File: config.mk
export PLATFORM = sky130hd
export DESIGN_NAME = key_evt_ctrl_flat
export DESIGN_NICKNAME = d
export VERILOG_FILES = /design/src/rtl/key_evt_pkg.sv /design/src/rtl/key_evt_ctrl_if.sv /design/src/rtl/key_evt_fsm.sv /design/src/rtl/key_evt_ctrl.sv /design/src/flat_wrapper.sv
export SDC_FILE = /design/constraint.sdc
export NUM_CORES = 1
export LEC_CHECK = 0
export CAP_MARGIN = 5
export CORE_MARGIN = 2
export CORE_UTILIZATION = 40
export DETAILED_ROUTE_END_ITERATION = 8
export PLACE_DENSITY = 0.58
export SLEW_MARGIN = 20
export SYNTH_ARGS = -nofsm -noshare
export SYNTH_HDL_FRONTEND = slang
export SYNTH_SLANG_ARGS = --single-unit
File: constraint.sdc
create_clock -name Clk -period 4.2 [get_ports Clk]
set_clock_uncertainty 0.2 [all_clocks]
set_input_delay 0.84 -clock Clk [delete_from_list [all_inputs] [get_ports Clk]]
set_output_delay 0.84 -clock Clk [all_outputs]
set_load 0.01 [all_outputs]
File: src/rtl/key_evt_pkg.sv
// -----------------------------------------------------------------------------
// key_evt_pkg
// Shared definitions for the key event controller: event type encodings,
// classifier FSM state encodings, default timing parameters and a helper
// that sizes the per-key timing counter.
// -----------------------------------------------------------------------------
package key_evt_pkg;

    localparam int NUM_KEYS = 4;
    localparam int ID_W     = 2;

    // 1 s and 300 ms at a 50 MHz system clock
    localparam int LONG_CNT_DEFAULT = 50_000_000;
    localparam int DBL_WIN_DEFAULT  = 15_000_000;

    // EVT_NONE is never presented on the output; it marks "no type" internally
    typedef enum logic [1:0] {
        EVT_NONE   = 2'b00,
        EVT_SINGLE = 2'b01,
        EVT_DOUBLE = 2'b10,
        EVT_LONG   = 2'b11
    } evt_type_e;

    typedef enum logic [2:0] {
        ST_IDLE      = 3'd0,
        ST_PRESS1    = 3'd1,
        ST_WAIT2     = 3'd2,
        ST_PRESS2    = 3'd3,
        ST_LONG_HELD = 3'd4
    } key_fsm_state_e;

    // Counter width able to hold the larger of the two timing limits
    function automatic int cnt_width(input int long_cnt, input int dbl_win);
        int span;
        span = (long_cnt > dbl_win) ? long_cnt : dbl_win;
        return (span < 2) ? 1 : $clog2(span + 1);
    endfunction

endpackage

File: src/rtl/key_evt_ctrl_if.sv
// -----------------------------------------------------------------------------
// key_evt_ctrl_if
// Valid/ready event stream from the key event controller to its consumer.
//   evt_valid : event available on evt_id / evt_type
//   evt_ready : consumer accepts when evt_valid && evt_ready at posedge Clk
//   evt_id    : index of the key that produced the event
//   evt_type  : single / double / long
//   evt_ovf   : one-cycle pulse, an unread pending event was overwritten
// master = controller side, slave = consumer side.
// -----------------------------------------------------------------------------
interface key_evt_ctrl_if;
    import key_evt_pkg::*;

    logic            evt_valid;
    logic            evt_ready;
    logic [ID_W-1:0] evt_id;
    evt_type_e       evt_type;
    logic            evt_ovf;

    modport master (
        output evt_valid,
        output evt_id,
        output evt_type,
        output evt_ovf,
        input  evt_ready
    );

    modport slave (
        input  evt_valid,
        input  evt_id,
        input  evt_type,
        input  evt_ovf,
        output evt_ready
    );

endinterface

File: src/rtl/key_evt_fsm.sv
// -----------------------------------------------------------------------------
// key_evt_fsm
// Per-key click classifier. Watches one key's debounced edge pulse and level
// and emits a registered one-cycle pulse with the classified event type.
//   Clk, Reset_n : system clock, asynchronous active-low reset
//   key_flag     : one-cycle debounced edge pulse
//   key_state    : debounced level, 0 = pressed, 1 = released
//   emit         : one-cycle pulse, an event was classified
//   emit_type    : type of the classified event, valid with emit
// -----------------------------------------------------------------------------
module key_evt_fsm
    import key_evt_pkg::*;
#(
    parameter int LONG_CNT = LONG_CNT_DEFAULT,
    parameter int DBL_WIN  = DBL_WIN_DEFAULT
) (
    input  logic      Clk,
    input  logic      Reset_n,
    input  logic      key_flag,
    input  logic      key_state,
    output logic      emit,
    output evt_type_e emit_type
);

    localparam int               CNT_W     = cnt_width(LONG_CNT, DBL_WIN);
    localparam logic [CNT_W-1:0] LONG_LAST = CNT_W'(LONG_CNT - 1);
    localparam logic [CNT_W-1:0] DBL_LAST  = CNT_W'(DBL_WIN - 1);

    key_fsm_state_e   state_q, state_d;
    logic [CNT_W-1:0] cnt_q, cnt_d;
    logic             emit_d;
    evt_type_e        emit_type_d;
    logic             press;
    logic             rel;

    assign press = key_flag & ~key_state;
    assign rel   = key_flag &  key_state;

    // State, counter and the registered emission pulse
    always_ff @(posedge Clk or negedge Reset_n) begin
        if (!Reset_n) begin
            state_q   <= ST_IDLE;
            cnt_q     <= '0;
            emit      <= 1'b0;
            emit_type <= EVT_NONE;
        end else begin
            state_q   <= state_d;
            cnt_q     <= cnt_d;
            emit      <= emit_d;
            emit_type <= emit_type_d;
        end
    end

    // Next-state logic. In PRESS1 and WAIT2 the counter reaching its terminal
    // value wins over an edge arriving in the same cycle, so a key edge that
    // lands exactly on the deadline is dropped.
    always_comb begin
        state_d     = state_q;
        cnt_d       = cnt_q;
        emit_d      = 1'b0;
        emit_type_d = EVT_NONE;

        case (state_q)
            ST_IDLE: begin
                if (press) begin
                    state_d = ST_PRESS1;
                    cnt_d   = '0;
                end
            end
            ST_PRESS1: begin
                if (cnt_q == LONG_LAST) begin
                    emit_d      = 1'b1;
                    emit_type_d = EVT_LONG;
                    state_d     = ST_LONG_HELD;
                end else if (rel) begin
                    state_d = ST_WAIT2;
                    cnt_d   = '0;
                end else begin
                    cnt_d = cnt_q + CNT_W'(1);
                end
            end
            ST_WAIT2: begin
                if (cnt_q == DBL_LAST) begin
                    emit_d      = 1'b1;
                    emit_type_d = EVT_SINGLE;
                    state_d     = ST_IDLE;
                end else if (press) begin
                    state_d = ST_PRESS2;
                end else begin
                    cnt_d = cnt_q + CNT_W'(1);
                end
            end
            // The second press of a double click is never timed for long
            ST_PRESS2: begin
                if (rel) begin
                    emit_d      = 1'b1;
                    emit_type_d = EVT_DOUBLE;
                    state_d     = ST_IDLE;
                end
            end
            // The long event was already reported; just wait for the release
            ST_LONG_HELD: begin
                if (rel) begin
                    state_d = ST_IDLE;
                end
            end
            default: begin
                state_d = ST_IDLE;
            end
        endcase
    end

endmodule

File: src/rtl/key_evt_ctrl.sv
// -----------------------------------------------------------------------------
// key_evt_ctrl
// Classifies presses on four debounced keys into single / double / long
// events and presents them one at a time on a valid/ready stream.
//   Clk, Reset_n : system clock, asynchronous active-low reset
//   key_flag     : per-key one-cycle debounced edge pulse
//   key_state    : per-key debounced level, 0 = pressed, 1 = released
//   evt          : event stream (key_evt_ctrl_if master)
// One key_evt_fsm per key feeds a one-deep pending slot per key; a
// round-robin arbiter moves pending slots into the registered output.
// -----------------------------------------------------------------------------
module key_evt_ctrl
    import key_evt_pkg::*;
#(
    parameter int LONG_CNT = LONG_CNT_DEFAULT,
    parameter int DBL_WIN  = DBL_WIN_DEFAULT
) (
    input  logic                Clk,
    input  logic                Reset_n,
    input  logic [NUM_KEYS-1:0] key_flag,
    input  logic [NUM_KEYS-1:0] key_state,
    key_evt_ctrl_if.master      evt
);

    logic [NUM_KEYS-1:0] emit;
    evt_type_e           emit_type   [NUM_KEYS];
    logic [NUM_KEYS-1:0] pend_q;
    evt_type_e           pend_type_q [NUM_KEYS];
    logic                ovf_q;

    logic                valid_q;
    logic [ID_W-1:0]     id_q;
    evt_type_e           type_q;
    logic [ID_W-1:0]     ptr_q;

    logic                load_en;
    logic                grant_vld;
    logic [ID_W-1:0]     grant_idx;
    logic [ID_W-1:0]     scan_idx;
    logic [NUM_KEYS-1:0] grant_oh;

    for (genvar g = 0; g < NUM_KEYS; g++) begin : g_key
        key_evt_fsm #(
            .LONG_CNT (LONG_CNT),
            .DBL_WIN  (DBL_WIN)
        ) u_fsm (
            .Clk       (Clk),
            .Reset_n   (Reset_n),
            .key_flag  (key_flag[g]),
            .key_state (key_state[g]),
            .emit      (emit[g]),
            .emit_type (emit_type[g])
        );
    end

    // The output register may take a new event when it is empty or when its
    // current event is being accepted this very cycle (back-to-back).
    assign load_en = !valid_q || evt.evt_ready;

    // Round-robin pick: first pending key at or after the pointer, wrapping
    always_comb begin
        grant_vld = 1'b0;
        grant_idx = ptr_q;
        scan_idx  = ptr_q;
        for (int k = 0; k < NUM_KEYS; k++) begin
            scan_idx = ptr_q + ID_W'(k);
            if (!grant_vld && pend_q[scan_idx]) begin
                grant_vld = 1'b1;
                grant_idx = scan_idx;
            end
        end
    end

    assign grant_oh = (load_en && grant_vld) ? (NUM_KEYS'(1) << grant_idx) : '0;

    // Pending slots. A new emission always wins, so a slot granted in the same
    // cycle stays set with the fresh type. Only an emission landing on a slot
    // that is still full after this cycle counts as an overflow.
    always_ff @(posedge Clk or negedge Reset_n) begin
        if (!Reset_n) begin
            pend_q <= '0;
            ovf_q  <= 1'b0;
            for (int i = 0; i < NUM_KEYS; i++) begin
                pend_type_q[i] <= EVT_NONE;
            end
        end else begin
            for (int i = 0; i < NUM_KEYS; i++) begin
                if (emit[i]) begin
                    pend_q[i]      <= 1'b1;
                    pend_type_q[i] <= emit_type[i];
                end else if (grant_oh[i]) begin
                    pend_q[i] <= 1'b0;
                end
            end
            ovf_q <= |(emit & pend_q & ~grant_oh);
        end
    end

    // Output register and round-robin pointer; contents only change on a load,
    // which keeps them stable while the consumer stalls.
    always_ff @(posedge Clk or negedge Reset_n) begin
        if (!Reset_n) begin
            valid_q <= 1'b0;
            id_q    <= '0;
            type_q  <= EVT_NONE;
            ptr_q   <= '0;
        end else if (load_en) begin
            if (grant_vld) begin
                valid_q <= 1'b1;
                id_q    <= grant_idx;
                type_q  <= pend_type_q[grant_idx];
                ptr_q   <= grant_idx + ID_W'(1);
            end else begin
                valid_q <= 1'b0;
            end
        end
    end

    assign evt.evt_valid = valid_q;
    assign evt.evt_id    = id_q;
    assign evt.evt_type  = type_q;
    assign evt.evt_ovf   = ovf_q;

endmodule

File: src/flat_wrapper.sv
// flat-port wrapper written by rule: the top's interface ports become plain ports
module key_evt_ctrl_flat import key_evt_pkg::*;
#(
    parameter int LONG_CNT = LONG_CNT_DEFAULT,
    parameter int DBL_WIN  = DBL_WIN_DEFAULT
)
  (Clk, Reset_n, key_flag, key_state, evt_evt_valid, evt_evt_id, evt_evt_type, evt_evt_ovf, evt_evt_ready);
  key_evt_ctrl_if evt_i ();
  input  logic Clk;
  input  logic Reset_n;
  input  logic [NUM_KEYS-1:0] key_flag;
  input  logic [NUM_KEYS-1:0] key_state;
  output wire logic [$bits(evt_i.evt_valid)-1:0] evt_evt_valid;
  output wire logic [$bits(evt_i.evt_id)-1:0] evt_evt_id;
  output wire logic [$bits(evt_i.evt_type)-1:0] evt_evt_type;
  output wire logic [$bits(evt_i.evt_ovf)-1:0] evt_evt_ovf;
  input wire logic [$bits(evt_i.evt_ready)-1:0] evt_evt_ready;
  assign evt_evt_valid = evt_i.evt_valid;
  assign evt_evt_id = evt_i.evt_id;
  assign evt_evt_type = evt_i.evt_type;
  assign evt_evt_ovf = evt_i.evt_ovf;
  assign evt_i.evt_ready = evt_evt_ready;
  key_evt_ctrl #(.LONG_CNT(LONG_CNT), .DBL_WIN(DBL_WIN)) u_core (.Clk(Clk), .Reset_n(Reset_n), .key_flag(key_flag), .key_state(key_state), .evt(evt_i));
endmodule
==> reports/results.txt <==
Number of DRC violations after detailed routing: 0. In this run the tightest slew margin relative to its limit is 28.0%. The predominant post-synthesis flop cell was dfrtp_1. Across every metal layer, demand over resource in global routing totals 18.2%. The horizontal extent of the die is 149 um, and the number of H-tree levels is 4. Adding up every negative setup slack in the final design gives 0 ps.

After the first detailed-routing iteration, the DRC count stood at 583. The run gives 0 as the number of max-slew violations in the final report. The floorplan has 53 rows. The finished cells cover 9360 um^2. At the worst endpoint, the arrival time is 3250 ps.

In the final routed layout, each cell accounts on average for 15.8 um. The via count of the first global-routing pass was 6554; the clock-pin slew of the registers on the worst-case setup and hold paths was 60 ps. In this run the cell area measured after placement is 8770 um^2. Setup slack on the critical path of the routed design comes to 1060 ps.

In the synthesized netlist, the number of instances is 936. The via count normalized by instance count is 5.70, and the number of resized instances in the post-cts repair step is 0. The tools report the largest net degree at the start of global routing as 94.

For this design the ratio of total power to cell area is 480 nW/um^2. The logs give 44.1% for the sequential element share of the synthesized area and 0.000298 V for the highest ir drop seen on vdd. After the last flow step, the layout net total stands at 951.

The logs give 0 for the count of hold buffers inserted by post-cts repair and 0 for the final antenna-violating net count. The total clock buffers created by CTS was 17; the maximum root-to-sink buffer count was 2. Hold is met by 281 ps.

From bottom edge to top edge, the die measures 149 um. For this configuration, the core starts out at a cell density of 40.4%. Across the run, the number of max-cap violations was 0.

Final setup violation count: 0. The area growth from synthesis to layout is 11.3%. The first global-routing pass estimated 33200 um of wire. Leaving out fill and tap cells, the most frequent cell in the layout is dfrtp_1. The final cell count without fillers was 1224. The run finished with clean final reports. Sorting the synthesized cells by area gives the leading types as dfrtp_1, o21ai_0, o31ai_1, nand2_1, nor2_1. The total instance count after detailed placement is 1192.

Yosys printed 0 warnings. For the HPWL reported at the end of detailed placement, the log shows 12800 um. Setup repair after global routing left no endpoint under its margin. The run gives 4310 ps as the worst path required time.

Clock tree root driver cell: clkbuf_16. After synthesis, the largest area contributor takes up 44.1% of total cell area. The mapped netlist covers 8410 um^2. The first TritonRoute pass finished after 4 iterations. The run gives 4.49 mW as the overall power consumption. The worst slack at placement came out at 659 ps.

Buffers placed on the I/O ports in this run total 16. The run gives 0 as the number of hold violations in the final report. STA classifies the critical path endpoint as a register.

STA classifies the critical path startpoint as a register. Along the worst path, the maximum fanout reaches 24. The number of antenna violations at the first check in global routing was 0; the static leakage was 3.76 nW. The routed design has 19400 um of wire. The number of diodes came out at 0.

Share of the core filled with cells: 44.9%. The core box area is 20800 um^2, and the total die area is 22200 um^2. Post-route fraction of the period consumed by the critical path: 74.8%. TritonCTS built the clock tree.

The number of buffers added for setup after CTS was 0. Synthesis produced a netlist with a net count of 951. The startpoint-to-endpoint class of the critical path was reg -> reg. In the synthesized netlist the async set-or-reset flop fraction comes to 100%.

The last weighted congestion value of the routability-driven placer was 0.815; the flop and latch count out of synthesis was 148. The largest total area in the synthesized netlist belongs to dfrtp_1. In the layout the commonest cells are dfrtp_1, o21ai_0, nand2_1, nor2_1, nand3_1.

Summing over every cut layer, the via total after detailed routing is 6973. Counting I/O delays and the setup requirement, the final critical path takes 3140 ps. Static timing analysis puts the maximum clock frequency at 0.318 GHz. During I/O placement, the number of pins put on the boundary was 17. The proportion of layout cells with a drive suffix above 1 was 7.38%; the worst-margin pin slew was 1080 ps. The clock reaches the later pin of the worst-skew pair after 430 ps. Global routing finished with a remaining overflow of 0.

The clock net in this run drives a total of 148 sinks. Averaged over all synthesized cells, the footprint is 8.98 um^2. Counting flops with a built-in enable in the synthesized netlist gives 0. The number of distinct library cells after synthesis is 77. The min-delay analysis places its worst path in the category in -> async.
==> power breakdown <==
part	switching [mW]	internal [mW]	total, mW	leakage, nW
clock	0.603	0.922	1.53	0.284
combinational	0.807	0.441	1.25	1.45
sequential	0.174	1.55	1.72	2.03
==> critical path: stages, from the launching register on <==
cell	delay, ps
dfrtp_1	440
or4b_4	570
or2_4	280
o311a_2	380
o21ai_2	860
nor3_1	110
a21o_1	190
==> sequential cells by signal, summed over array words and instances, names as in the netlist <==
name,count
u_core.evt.evt_id,2
u_core.evt.evt_ovf,1
u_core.evt.evt_type,2
u_core.evt.evt_valid,1
u_core.g_key.u_fsm.cnt_q,104
u_core.g_key.u_fsm.emit,4
u_core.g_key.u_fsm.emit_type,8
u_core.g_key.u_fsm.state_q,12
u_core.pend_q,4
u_core.pend_type_q,8
u_core.ptr_q,2
==> layout make-up <==
class | count | area [um^2]
sequential | 148 | 3700
clock buffer | 24 | 482
timing repair buffer | 22 | 219
tap | 275 | 344
fill | 2045 | 11500
clock inverter | 8 | 100
inverter | 16 | 60.1
multi-input combinational | 731 | 4450
==> synth_stat cells, drive strengths merged, types with 7 or more instances <==
| cell type | n |
|---|---|
| nor2 | 86 |
| a21o | 7 |
| a31oi | 17 |
| xnor2 | 9 |
| nand2 | 86 |
| and2 | 13 |
| nor2b | 20 |
| nor4 | 18 |
| or4 | 9 |
| and3 | 23 |
| or2 | 8 |
| nor3 | 17 |
| mux2 | 9 |
| o31ai | 45 |
| dfrtp | 148 |
| nand3b | 8 |
| nand4 | 26 |
| a21oi | 40 |
| o21ai | 94 |
| or3 | 8 |
| nand3 | 52 |
| xor2 | 21 |
| buf | 15 |
| and4 | 12 |
| mux2i | 8 |
| nand2b | 20 |
| inv | 16 |
| clkbuf | 26 |
==> per-layer routing <==
metal  vias up  wire [um]  global-route usage (%)
met5         -          0                       0
li1       3492          -                       -
met3        22        581                    3.03
met2       114       8770                    27.2
met1      3345       9770                    26.9
met4         0        265                    5.90
==> final timing paths <==
kind / startpoint / end / slack (ps) / cells after the start
max: u_core.g_key[2].u_fsm.cnt_q[9] / u_core.g_key[2].u_fsm.cnt_q[11] / 1060 / 6
min: Reset_n / u_core.g_key[1].u_fsm.cnt_q[20] / 280 / 1
max reg2reg: u_core.g_key[2].u_fsm.cnt_q[9] / u_core.g_key[2].u_fsm.cnt_q[11] / 1060 / 6
min reg2reg: u_core.g_key[3].u_fsm.emit_type[0] / u_core.pend_type_q[0] / 280 / 1
max in group asynchronous: Reset_n / u_core.g_key[0].u_fsm.state_q[2] / 2700 / 2
min in group Clk: u_core.g_key[3].u_fsm.emit_type[0] / u_core.pend_type_q[0] / 280 / 1
==> cells by family (layout without fill, tap and decap cells) <==
group           Yosys count  after routing  synth area share [%]
flops                   148            148                  44.1
xor+xnor                 30             30                  3.13
buf+inv                  57             70                  3.04
mux                      17             17                  2.16
fa+ha+maj                 4              4                 0.595
simple gates            433            433                  28.0
compound gates          247            247                  19.0
(Power assumes the default switching activity.)
